## src/rtl/mul_wb_pkg.sv

```systemverilog
// Shared types and constants for the multiplier writeback stage.
// Optional feature macro used by this slice: MUL_WB_STICKY_OVF_EN.
package mul_wb_pkg;

    localparam int DATA_W = 32;
    localparam int PROD_W = 2 * DATA_W + 3;

    localparam logic [DATA_W-1:0] SAT_POS = 32'h7FFF_FFFF;
    localparam logic [DATA_W-1:0] SAT_NEG = 32'h8000_0000;

    typedef enum logic [1:0] {
        IDLE = 2'd0,
        SAT  = 2'd1,
        LO   = 2'd2,
        HI   = 2'd3
    } state_t;

endpackage

```

## src/rtl/mul_sat_fmt.sv

```systemverilog
// Combinational formatter: turns the captured product into the beat selected
// by the writeback FSM, with the overflow flag for the chosen format.
module mul_sat_fmt
    import mul_wb_pkg::*;
(
    input  logic [PROD_W-1:0] cap,
    input  state_t            beat,
    output logic [DATA_W-1:0] res_data,
    output logic              flag_ovf
);

    logic sat_fits;
    logic pair_fits;

    // A value fits when every bit above the target sign bit repeats that sign.
    assign sat_fits  = (&cap[PROD_W-1:DATA_W-1])   | ~(|cap[PROD_W-1:DATA_W-1]);
    assign pair_fits = (&cap[PROD_W-1:2*DATA_W-1]) | ~(|cap[PROD_W-1:2*DATA_W-1]);

    always_comb begin
        // NOTE: every output gets a default first so no path through the case infers a latch.
        res_data = '0;
        flag_ovf = 1'b0;
        case (beat)
            SAT: begin
                if (sat_fits) res_data = cap[DATA_W-1:0];
                else          res_data = cap[PROD_W-1] ? SAT_NEG : SAT_POS;
                flag_ovf = ~sat_fits;
            end
            LO: begin
                res_data = cap[DATA_W-1:0];
                flag_ovf = ~pair_fits;
            end
            HI: begin
                res_data = cap[2*DATA_W-1:DATA_W];
                flag_ovf = ~pair_fits;
            end
            default: ;
        endcase
    end

endmodule

```

## src/rtl/mul_result_wb.sv

```systemverilog
// Multiplier writeback: edge-detects completion, captures the product and
// delivers it as one saturated beat or a lo/hi pair. Option: MUL_WB_STICKY_OVF_EN.
module mul_result_wb
    import mul_wb_pkg::*;
(
    input  logic              clk,
    input  logic              rst_b,
    input  logic              mul_done,
    input  logic [PROD_W-1:0] product,
    input  logic              mode_sat,
    input  logic              res_ready,
`ifdef MUL_WB_STICKY_OVF_EN
    input  logic              clr_ovf,
    output logic              ovf_sticky,
`endif
    output logic              res_valid,
    output logic [DATA_W-1:0] res_data,
    output logic              res_last,
    output logic              flag_zero,
    output logic              flag_neg,
    output logic              flag_ovf,
    output logic              busy,
    output logic              err_drop
);

    state_t            state;
    logic [PROD_W-1:0] cap;
    logic              done_q;
    logic              done_evt;
    logic              hs;
    logic              final_hs;
    logic              accept;

    // Everything the consumer sees is derived from state and cap, so it is
    // frozen for as long as a beat is stalled and clears the instant reset hits.
    assign busy      = (state != IDLE);
    assign res_valid = busy;
    assign res_last  = (state == SAT) || (state == HI);
    assign flag_zero = busy & (cap == '0);
    assign flag_neg  = busy & cap[PROD_W-1];

    mul_sat_fmt u_fmt (
        .cap      (cap),
        .beat     (state),
        .res_data (res_data),
        .flag_ovf (flag_ovf)
    );

    assign done_evt = mul_done & ~done_q;
    assign hs       = res_valid & res_ready;
    assign final_hs = hs & res_last;
    // A completion landing on the last handshake is taken, giving bubble-free back-to-back.
    assign accept   = done_evt & (~busy | final_hs);

    always_ff @(posedge clk or negedge rst_b) begin
        if (!rst_b) begin
            state    <= IDLE;
            cap      <= '0;
            done_q   <= 1'b0;
            err_drop <= 1'b0;
        end else begin
            // NOTE: state registers use non-blocking assignments so every flop samples pre-edge values.
            done_q   <= mul_done;
            err_drop <= done_evt & ~accept;
            if (accept) begin
                cap   <= product;
                state <= mode_sat ? SAT : LO;
            end else if (hs) begin
                case (state)
                    LO:      state <= HI;
                    default: state <= IDLE;
                endcase
            end
        end
    end

`ifdef MUL_WB_STICKY_OVF_EN
    always_ff @(posedge clk or negedge rst_b) begin
        if (!rst_b)                  ovf_sticky <= 1'b0;
        else if (final_hs && flag_ovf) ovf_sticky <= 1'b1;
        else if (clr_ovf)            ovf_sticky <= 1'b0;
    end
`endif

endmodule

```

## config.mk

```make
export PLATFORM = sky130hd
export DESIGN_NAME = mul_result_wb
export DESIGN_NICKNAME = d
export VERILOG_FILES = /design/src/rtl/mul_wb_pkg.sv /design/src/rtl/mul_sat_fmt.sv /design/src/rtl/mul_result_wb.sv
export SDC_FILE = /design/constraint.sdc
export NUM_CORES = 1
export LEC_CHECK = 0
export CAP_MARGIN = 5
export CORE_MARGIN = 5
export CORE_UTILIZATION = 48
export DETAILED_ROUTE_END_ITERATION = 16
export HOLD_SLACK_MARGIN = 0.06
export PLACE_DENSITY = 0.81
export SLEW_MARGIN = 15
export SYNTH_ARGS = -nofsm -noshare
export SYNTH_HDL_FRONTEND = slang
export SYNTH_SLANG_ARGS = --single-unit
export TNS_END_PERCENT = 50
```

## constraint.sdc

```tcl
create_clock -name clk -period 2.2 [get_ports clk]
set_input_delay 0.33 -clock clk [delete_from_list [all_inputs] [get_ports clk]]
set_output_delay 0.33 -clock clk [all_outputs]
set_load 0.02 [all_outputs]
```

==> results.md, run 1 <==
- Post-synth EDFFs: 0
- RSZ-0062 raised after global routing: true
- Drt wl/cell: 21.1 um
- Crit path DAT: 2490 ps
- Pre-antenna DRT Iters: 5
- Syn_nets: 388
- Initial antenna violation count: 0
- CTS Root Cell: clkbuf_8
- TritonCTS clock tree: yes
- FF-to-FF Start: state[0]$_DFFE_PN0P_
- Slowest stage delay, CP: 420 ps
- Setup CP Type: register to output port
- Leading cell types by count after synthesis: dfrtp_1 (71), mux2_2 (67), nor2_1 (36), mux2i_1 (32), a211o_1 (31)
- Initial Utilization: 0.492
- CP max-delay cell: dfrtp_1
- Final #Nets: 574
- Ys Warns: 0
- Post-Syn Area: 3780 um2
- IO buf count: 110
- Yosys cell types: 32
- Worst path required time: 1870 ps
- Vias/cell: 5.85
- Final critical-path required period: 2820 ps
- First-pass GRT wire length: 19800 um
- Ant. Diodes: 0
- Post-Layout Inst Area: 5930 um2
- Syn Area/Cell: 12.0 um2
- DIE AREA: 9760 um2
- Largest net degree at the start of global routing: 72
- Crit Path Max Fanout: 8
- Worst-Margin Slew: 523 ps
- Setup crit end kind: output port
- Area Overhead vs Synth: 56.8%
- Failing checks: negative setup slack
- Worst Setup SP: cap[64]$_DFFE_PN0P_
- Die Wd: 98.8 um
- Fin crit share: 1.28
- Row cnt: 32
- Max clock buf depth: 2
- Top cell type by total area after synthesis: dfrtp_1
- Residual DRC count: 0
- Reg-to-reg endpoint: cap[62]$_DFFE_PN0P_
- Vias: 3560
- Worst Setup EP: res_data[17]
- Routability cong.: 0.815
- Top-area cell type share of the netlist area: 0.469
- Synth area leaders: dfrtp_1 (47%), mux2_2 (20%), mux2i_1 (8.5%)
- Total number of H-tree levels: 3
- Routed WL: 12900 um
- Setup_tns: -18930 ps
- TritonCTS Sinks: 71
- Final hold violation count: 0
- Height of the die: 98.8 um
- Clock Pin Slew Worst Setup and Hold Paths: 80 ps
- Vias in the first global route: 3841
- Pre-CTS setup slack: -886 ps
- Most common cell in the netlist: dfrtp_1
- Ys async rst share: 1.00
- Pwr dens: 1610 nW/um2
- Register area share after synthesis: 0.469
- Gate Count Post-Synth: 316
- Status: complete, but fails checks
- Clock insertion delay at the later pin of the skew report: 350 ps
- Setup ws final: -616 ps
- Total GRT Usage: 0.259
- Total core area: 7690 um2
- Cell chain of the critical path: buf_6 -> nor4_4 -> and3_1 -> buf_4 -> nand4_1 -> a21boi_4 -> buf_12 -> buf_12 -> a211o_1 -> buf_6
- Fraction of layout cells with a size suffix above 1: 0.424
- Hpwl dp: 8030 um
- Yosys reg bits: 71
- Fin. max-slew vios: 0
- Global route total overflow: 0
- Relative max-transition margin: 0.648
- Final setup viols: 33
- Min-delay worst type: input port to register
- Crit start category: register
- FF-to-FF setup slack: 140 ps
- Max Fclk: 355 MHz
- MaxCap Viol Count: 0
- Routed Antenna Nets: 0
- Final clock skew: 5.14 ps
- Leakage: 0.00275 uW
- Io pins: 111
- Ys flop type: dfrtp_1
- Max VDD drop: 1.04 mV
- Initial DRC Count: 174
- TritonCTS Buffers: 9
- Dpl cell area: 5470 um2
- R2R depth: 7
==> metal layers <==
metal | vias to the layer above | global-route usage | share of wire | wire (um)
met5 | - | 0 | 0 | 0
met4 | 0 | 0.116 | 0.031 | 393
met3 | 36 | 0.0757 | 0.082 | 1050
met2 | 177 | 0.428 | 0.49 | 6290
met1 | 1777 | 0.313 | 0.40 | 5130
li1 | 1570 | - | - | -
==> flip-flops by register name, summed over array words and instances, names as in the netlist <==
| register | count |
|---|---|
| done_q | 1 |
| err_drop | 1 |
| state | 2 |
| cap | 67 |
==> power breakdown <==
part	switching [uW]	total (uW)	internal [uW]
registers	596	2560	1960
logic	2660	5730	3070
clock network	528	1280	754
==> metrics by stage <==
step / instances / utilization / hold WS (ps) / power [uW]
after global placement: 580 / 0.712 / 384 / 7640
final: 609 / 0.772 / 482 / 9570
after detailed placement: 580 / 0.712 / 395 / 7790
after CTS: 607 / 0.767 / 483 / 9430
after global routing: 609 / 0.772 / 474 / 10000
after floorplan: 316 / - / 34.4 / 5260
==> what timing repair did <==
action                     in CTS  in global routing
pin swaps                      13                 18
hold buffers                    1                  0
setup endpoints to repair      86                 34
resized for setup             196                  3
buffers inserted                9                  1
hold endpoints to repair       71                  0
cloned                          2                  1
==> worst max-delay path, delay by kind of cell, from the launching register on <==
kind	cells	cell delay, ps
flops	1	420
buf+inv	5	640
compound gates	2	370
simple gates	3	680
==> logic make-up after synthesis <==
logic type             Yosys count  share of synthesized area
DFF                             71                      0.469
buffers and inverters           25                     0.0440
AOI/OAI and AO/OA               40                     0.0919
muxes                           99                      0.284
and+or+nand+nor                 81                      0.111
==> area by class of cell <==
cell class / count / area [um2]
clock buffers: 9 / 124
clock inverters: 7 / 121
fillers: 492 / 1750
inverters: 3 / 11.3
multi-input cells: 221 / 1910
flip-flops and latches: 71 / 1780
well taps: 102 / 128
repair buffers: 196 / 1860
==> cells in the final DEF, fill, tap and decap left out, types with 2 or more instances in the layout <==
master	synthesis	layout
buf_12	0	6
mux2_2	67	67
clkbuf_8	0	9
clkinvlp_4	0	3
mux2i_1	32	32
bufinv_16	0	3
nand4_1	11	11
dlygate4sd2_1	0	4
buf_2	7	5
clkdlybuf4s50_1	0	73
buf_6	6	23
nor3_1	2	2
buf_4	5	81
dfrtp_1	71	70
nor2_1	36	35
nand2_1	4	4
nor3_4	0	2
nor4_2	1	4
inv_1	2	2
nor4_1	17	13
nand3_1	2	2
a211o_1	31	31
==> worst min-delay path by stage <==
stage	from	end	slack [ps]	depth (start not counted)
floorplan	rst_b	cap[0]$_DFFE_PN0P_	30	0
global placement	rst_b	cap[20]$_DFFE_PN0P_	380	2
detailed placement	rst_b	cap[17]$_DFFE_PN0P_	400	2
CTS	mul_done	done_q$_DFF_PN0_	480	1
global route	mul_done	done_q$_DFF_PN0_	470	1
finish	mul_done	done_q$_DFF_PN0_	480	1
No activity file was read; power rests on OpenSTA's default activity.
==> run 2, diff against run 1 <==
--- a/config.mk
+++ b/config.mk
@@ -7,10 +7,10 @@
 export LEC_CHECK = 0
 export CAP_MARGIN = 5
 export CORE_MARGIN = 5
-export CORE_UTILIZATION = 48
+export CORE_UTILIZATION = 43
 export DETAILED_ROUTE_END_ITERATION = 16
 export HOLD_SLACK_MARGIN = 0.06
-export PLACE_DENSITY = 0.81
+export PLACE_DENSITY = 0.77
 export SLEW_MARGIN = 15
 export SYNTH_ARGS = -nofsm -noshare
 export SYNTH_HDL_FRONTEND = slang
==> constraint.sdc (replaced) <==
create_clock -name clk -period 2.29 [get_ports clk]
set_input_delay 0.3435 -clock clk [delete_from_list [all_inputs] [get_ports clk]]
set_output_delay 0.3435 -clock clk [all_outputs]
set_load 0.02 [all_outputs]
==> run 2 against run 1 <==
Effect of this change: the run still ends with negative setup slack left; critical path depth fell by 1; clock skew rose by 1.1 ps; first-iteration DRC count fell by 28%; worst hold slack improved by 16 ps; register-to-register slack improved by 60 ps; die area rose by 10%; clock-buffer cell count rose by 1; sequential share of layout area barely moved; critical endpoint is now res_data[29]; largest cell class unchanged.
==> results.md, run 2 (synthesized netlist as in run 1, its figures left out) <==
- Largest regs: cap x67, state x2
- Drt wl/cell: 18.6 um
- Largest net degree at the start of global routing: 72
- Fillcell total: 665
- Initial antenna violation count: 0
- Final hold violation count: 0
- Final critical-path required period: 2660 ps
- Worst-Margin Slew: 415 ps
- Top delay family on crit path: simple AND/OR/NAND/NOR gates
- Min-delay worst type: input port to register
- Ant. Diodes: 0
- IO buf count: 110
- Leakage: 0.00276 uW
- Setup crit end kind: output port
- Die Wd: 104 um
- Pre-antenna DRT Iters: 6
- Row cnt: 34
- Total core area: 8640 um2
- Setup ws final: -365 ps
- Clock insertion delay at the later pin of the skew report: 350 ps
- Cell chain of the critical path: buf_6 -> nor4_4 -> and3_4 -> nand4_1 -> a21boi_4 -> buf_6 -> buf_12 -> a211o_1 -> buf_6
- Slowest stage delay, CP: 390 ps
- Failing checks: negative setup slack
- Fin crit share: 1.16
- Crit start category: register
- Residual DRC count: 0
- Setup CP Type: register to output port
- Max Fclk: 377 MHz
- Crit path DAT: 2310 ps
- Final core area utilization: 0.687
- Final #Nets: 567
- TritonCTS clock tree: yes
- Max clock buf depth: 2
- Vias in the first global route: 3558
- Initial DRC Count: 125
- Final setup viols: 32
- MaxCap Viol Count: 0
- Fraction of layout cells with a size suffix above 1: 0.422
- Crit Path Max Fanout: 5
- Total number of H-tree levels: 3
- RSZ-0062 raised after global routing: true
- Routed WL: 11300 um
- DIE AREA: 10800 um2
- Total GRT Usage: 0.207
- Area Overhead vs Synth: 56.9%
- Final clock skew: 6.19 ps
- Routed Antenna Nets: 0
- Global route total overflow: 0
- Fin. max-slew vios: 0
- Status: complete, but fails checks
- Initial Utilization: 0.438
- Pwr dens: 1490 nW/um2
- Relative max-transition margin: 0.721
- Most frequent cells in the layout: buf_4 (73), clkdlybuf4s50_1 (72), dfrtp_1 (69)
- CP max-delay cell: dfrtp_1
- TritonCTS Sinks: 71
- Vias: 3269
- CP dominant cell by count: buf_6
- Routability cong.: 0.797
- Height of the die: 104 um
- Io pins: 111
- TritonCTS Buffers: 9
- Commonest non-fill, non-tap cell in the layout: buf_4
- First-pass GRT wire length: 18000 um
- Largest register by flop count: cap
- Sequential cell area: 1780 um2
- Crit path buffers/inverters: 4
- CTS Root Cell: clkbuf_8
- Max FFs per register: 67
- Worst path required time: 1950 ps
- Max VDD drop: 0.947 mV
- Hpwl dp: 7870 um
- Vias/cell: 5.38
- Clock Pin Slew Worst Setup and Hold Paths: 80 ps
- Pre-CTS setup slack: -574 ps
- Multi-input combinational cell area: 1930 um2
## run 2: final cells by class
cell class | count | share of cell area
flip-flops and latches | 71 | 0.300
repair buffers | 190 | 0.314
multi-input cells | 220 | 0.325
inverters | 3 | 0.00190
clock inverters | 6 | 0.0141
well taps | 108 | 0.0228
clock buffers | 10 | 0.0232
## run 2: where the power goes
part,switching (uW),leakage [uW],internal (uW)
clock network,478,0.000116,639
logic,2360,0.00180,2900
registers,553,0.000840,1890
## run 2: metrics by stage
| step | total power [uW] | setup TNS (ps) | hold WS (ps) | instances | instance area, um2 |
|---|---|---|---|---|---|
| 6_report | 8820 | -10460 | 498 | 608 | 5940 |
| 5_1_grt | 9330 | -13560 | 500 | 608 | 5940 |
| 4_1_cts | 8820 | -10020 | 480 | 607 | 5880 |
| 3_5_place_dp | 7460 | -17330 | 402 | 581 | 5490 |
| 3_3_place_gp | 7320 | -26270 | 399 | 580 | 5460 |
| 2_1_floorplan | 5050 | 0 | 47.9 | 316 | 3780 |
## run 2: metal layers
metal  global-route usage  vias up  part of all wire
met5                    0        -                 0
met4               0.0703        0             0.015
met3               0.0522       13             0.060
met2                0.357       95              0.51
met1                0.252     1605              0.42
li1                     -     1556                 -
## run 2: timing repair
action / in CTS / in global routing
gates cloned: 1 / 1
endpoints found under the hold margin: 71 / 0
pin swaps: 11 / 23
hold buffers: 1 / 0
buffers inserted: 8 / 1
setup endpoints to repair: 38 / 34
resized for setup: 205 / 10
## run 2: final timing paths
kind	start	endpoint	slack [ps]	cells past startpoint
worst max-delay path	cap[64]$_DFFE_PN0P_	res_data[29]	-370	9
worst min-delay path	mul_done	done_q$_DFF_PN0_	500	1
worst max register to register	state[0]$_DFFE_PN0P_	cap[3]$_DFFE_PN0P_	200	7
worst min register to register	cap[24]$_DFFE_PN0P_	cap[24]$_DFFE_PN0P_	570	1
max in group asynchronous	rst_b	state[0]$_DFFE_PN0P_	1420	3
min in group asynchronous	rst_b	cap[20]$_DFFE_PN0P_	520	3
==> run 3, diff against run 2 <==
--- a/config.mk
+++ b/config.mk
@@ -7,10 +7,11 @@
 export LEC_CHECK = 0
 export CAP_MARGIN = 5
 export CORE_MARGIN = 5
-export CORE_UTILIZATION = 43
+export CORE_UTILIZATION = 44
+export CTS_BUF_LIST = sky130_fd_sc_hd__clkbuf_4
 export DETAILED_ROUTE_END_ITERATION = 16
 export HOLD_SLACK_MARGIN = 0.06
-export PLACE_DENSITY = 0.77
+export PLACE_DENSITY = 0.78
 export SLEW_MARGIN = 15
 export SYNTH_ARGS = -nofsm -noshare
 export SYNTH_HDL_FRONTEND = slang
==> run 3 against run 2 <==
Effect of this change: the run still ends with negative setup slack left; clock power down 43%; utilization up 1.4 points; sequential share of layout area up 0.57 points; critical path depth down 2; die area down 2.1%; total power down 3.5%; combinational power up 3%; worst setup slack worse by 140 ps; sequential cell count unchanged; critical endpoint is now res_data[8]; largest power group unchanged.
==> results.md, run 3 (synthesized netlist as in run 1, its figures left out) <==
- Most frequent cells in the layout: buf_4 (73), clkdlybuf4s50_1 (72), dfrtp_1 (70)
- Setup crit end kind: output port
- Worst-Margin Slew: 506 ps
- Sequential Power Share: 0.289
- Max Fclk: 358 MHz
- Final critical-path required period: 2790 ps
- Crit Path Max Fanout: 16
- Row cnt: 33
- Relative max-transition margin: 0.663
- Status: complete, but fails checks
- Crit path DAT: 2450 ps
- MaxCap Viol Count: 0
- Routability cong.: 0.825
- Placed Cells: 578
- Total core area: 8300 um2
- Ant. Diodes: 0
- Final #Nets: 572
- TritonCTS Buffers: 9
- Total GRT Usage: 0.230
- Logic pwr share: 0.635
- Pwr dens: 1460 nW/um2
- RSZ-0062 raised after global routing: true
- FF-to-FF Start: state[0]$_DFFE_PN0P_
- Crit start category: register
- Io pins: 111
- Hpwl dp: 8150 um
- Vias in the first global route: 3650
- Non-filler instance count after layout: 609
- Routed length on met3: 791 um
- Clock power frac: 0.075
- Post-Layout Inst Area: 5820 um2
- Height of the die: 103 um
- TritonCTS clock tree: yes
- Max FFs per register: 67
- IO buf count: 110
- Post-Route M1 WL: 5010 um
- Setup CP Type: register to output port
- Largest regs: cap x67, state x2
- Min-delay worst type: input port to register
- Die Wd: 103 um
- Initial antenna violation count: 0
- Failing checks: negative setup slack
- DR WL met2: 5590 um
- Fillcell total: 615
- Worst hold slack: 425 ps
- Residual DRC count: 0
- Area Overhead vs Synth: 53.8%
- Total number of H-tree levels: 3
- Commonest non-fill, non-tap cell in the layout: buf_4
- Leakage: 0.00270 uW
- Clock insertion delay at the later pin of the skew report: 420 ps
- Fin crit share: 1.22
- Multi-input combinational cell area: 1950 um2
- Largest register by flop count: cap
- Fraction of layout cells with a size suffix above 1: 0.425
- Vias: 3347
- Fin. max-slew vios: 0
- Worst path required time: 1950 ps
- Final hold violation count: 0
- Drt wl/cell: 19.3 um
- Sw Share: 0.406
- Routed WL: 11700 um
- Max clock buf depth: 2
- Vias/cell: 5.50
- Worst Setup SP: cap[45]$_DFFE_PN0P_
- First-pass GRT wire length: 18400 um
- Switching pwr: 3460 uW
- Sequential cell area: 1780 um2
- Internal power: 5050 uW
- Clock Pin Slew Worst Setup and Hold Paths: 100 ps
- Dpl cell area: 5420 um2
- Final setup viols: 33
- TritonCTS Sinks: 71
- Largest net degree at the start of global routing: 38
- CTS Root Cell: clkbuf_4
- Routed Antenna Nets: 0
- Hold_sp: mul_done
- Top sig layer: met4
- Initial DRC Count: 118
- Initial Utilization: 0.456
- DIE AREA: 10600 um2
- Setup ws final: -503 ps
- Pre-antenna DRT Iters: 4
- Max VDD drop: 0.949 mV
- Pre-CTS setup slack: -825 ps
- Final clock skew: 7.11 ps
- Global route total overflow: 0
## run 3: changes by cell type in the layout (fill, tap and decap cells not counted), moves of 2 or more
| cell | before | now |
|---|---|---|
| clkbuf_8 | 10 | 0 |
| clkbuf_4 | 0 | 9 |
| buf_6 | 28 | 31 |
| buf_8 | 0 | 3 |
| clkinv_1 | 0 | 3 |
| buf_16 | 2 | 0 |
| buf_2 | 2 | 4 |
| bufinv_16 | 2 | 0 |
## run 3: power by group through the flow
| stage | Sequential [uW] | Combinational, uW | Clock (uW) |
|---|---|---|---|
| final | 2460 | 5410 | 640 |
| after floorplan | 2380 | 2670 | 0 |
| after CTS | 2450 | 5320 | 649 |
| after detailed placement | 2430 | 4960 | 0 |
| after global placement | 2390 | 4900 | 0 |
| after global routing | 2540 | 5760 | 711 |
## run 3: critical path: stages (launching register included)
cell	delay [ps]
dfrtp_1	400
nand4_1	220
nor4_4	440
a311o_2	330
nor3_4	70
buf_12	150
a211o_1	270
buf_6	140
## run 3: through the flow
stage                     setup TNS [ps]   util  total power (uW)
final                             -14960  0.701              8510
after global routing              -18660  0.701              9020
after CTS                         -12670  0.694              8410
after detailed placement          -25000  0.652              7390
after global placement            -24330  0.652              7290
after floorplan                        0      -              5050
## run 3: final cells by class
cell class | instances | share of cell area
clock buffer | 9 | 0.0116
clock inverter | 6 | 0.00494
inverter | 3 | 0.00193
multi-input combinational | 221 | 0.335
sequential | 71 | 0.305
tap | 105 | 0.0226
timing repair buffer | 194 | 0.318
## run 3: path summary, 6_finish.rpt
check	slack, ps	depth (start not counted)	to
setup / recovery	-500	7	res_data[8]
hold / removal	420	1	done_q$_DFF_PN0_
setup reg to reg	310	7	cap[4]$_DFFE_PN0P_
hold reg to reg	590	1	cap[25]$_DFFE_PN0P_
max in group asynchronous	1400	3	cap[47]$_DFFE_PN0P_
min in group asynchronous	500	3	cap[19]$_DFFE_PN0P_
## run 3: what timing repair did
action | in CTS | in global routing
resized for setup | 211 | 11
pin swaps | 20 | 18
hold buffers | 1 | 0
cloned | 3 | 0
endpoints found under the setup margin | 38 | 34
endpoints found under the hold margin | 71 | 0
setup buffers | 9 | 4
## run 3: layer usage
metal  vias to the layer above  global-route usage
met5                         -                   0
met4                         0               0.102
met3                        30              0.0541
met2                       117               0.377
met1                      1639               0.291
li1                       1561                   -
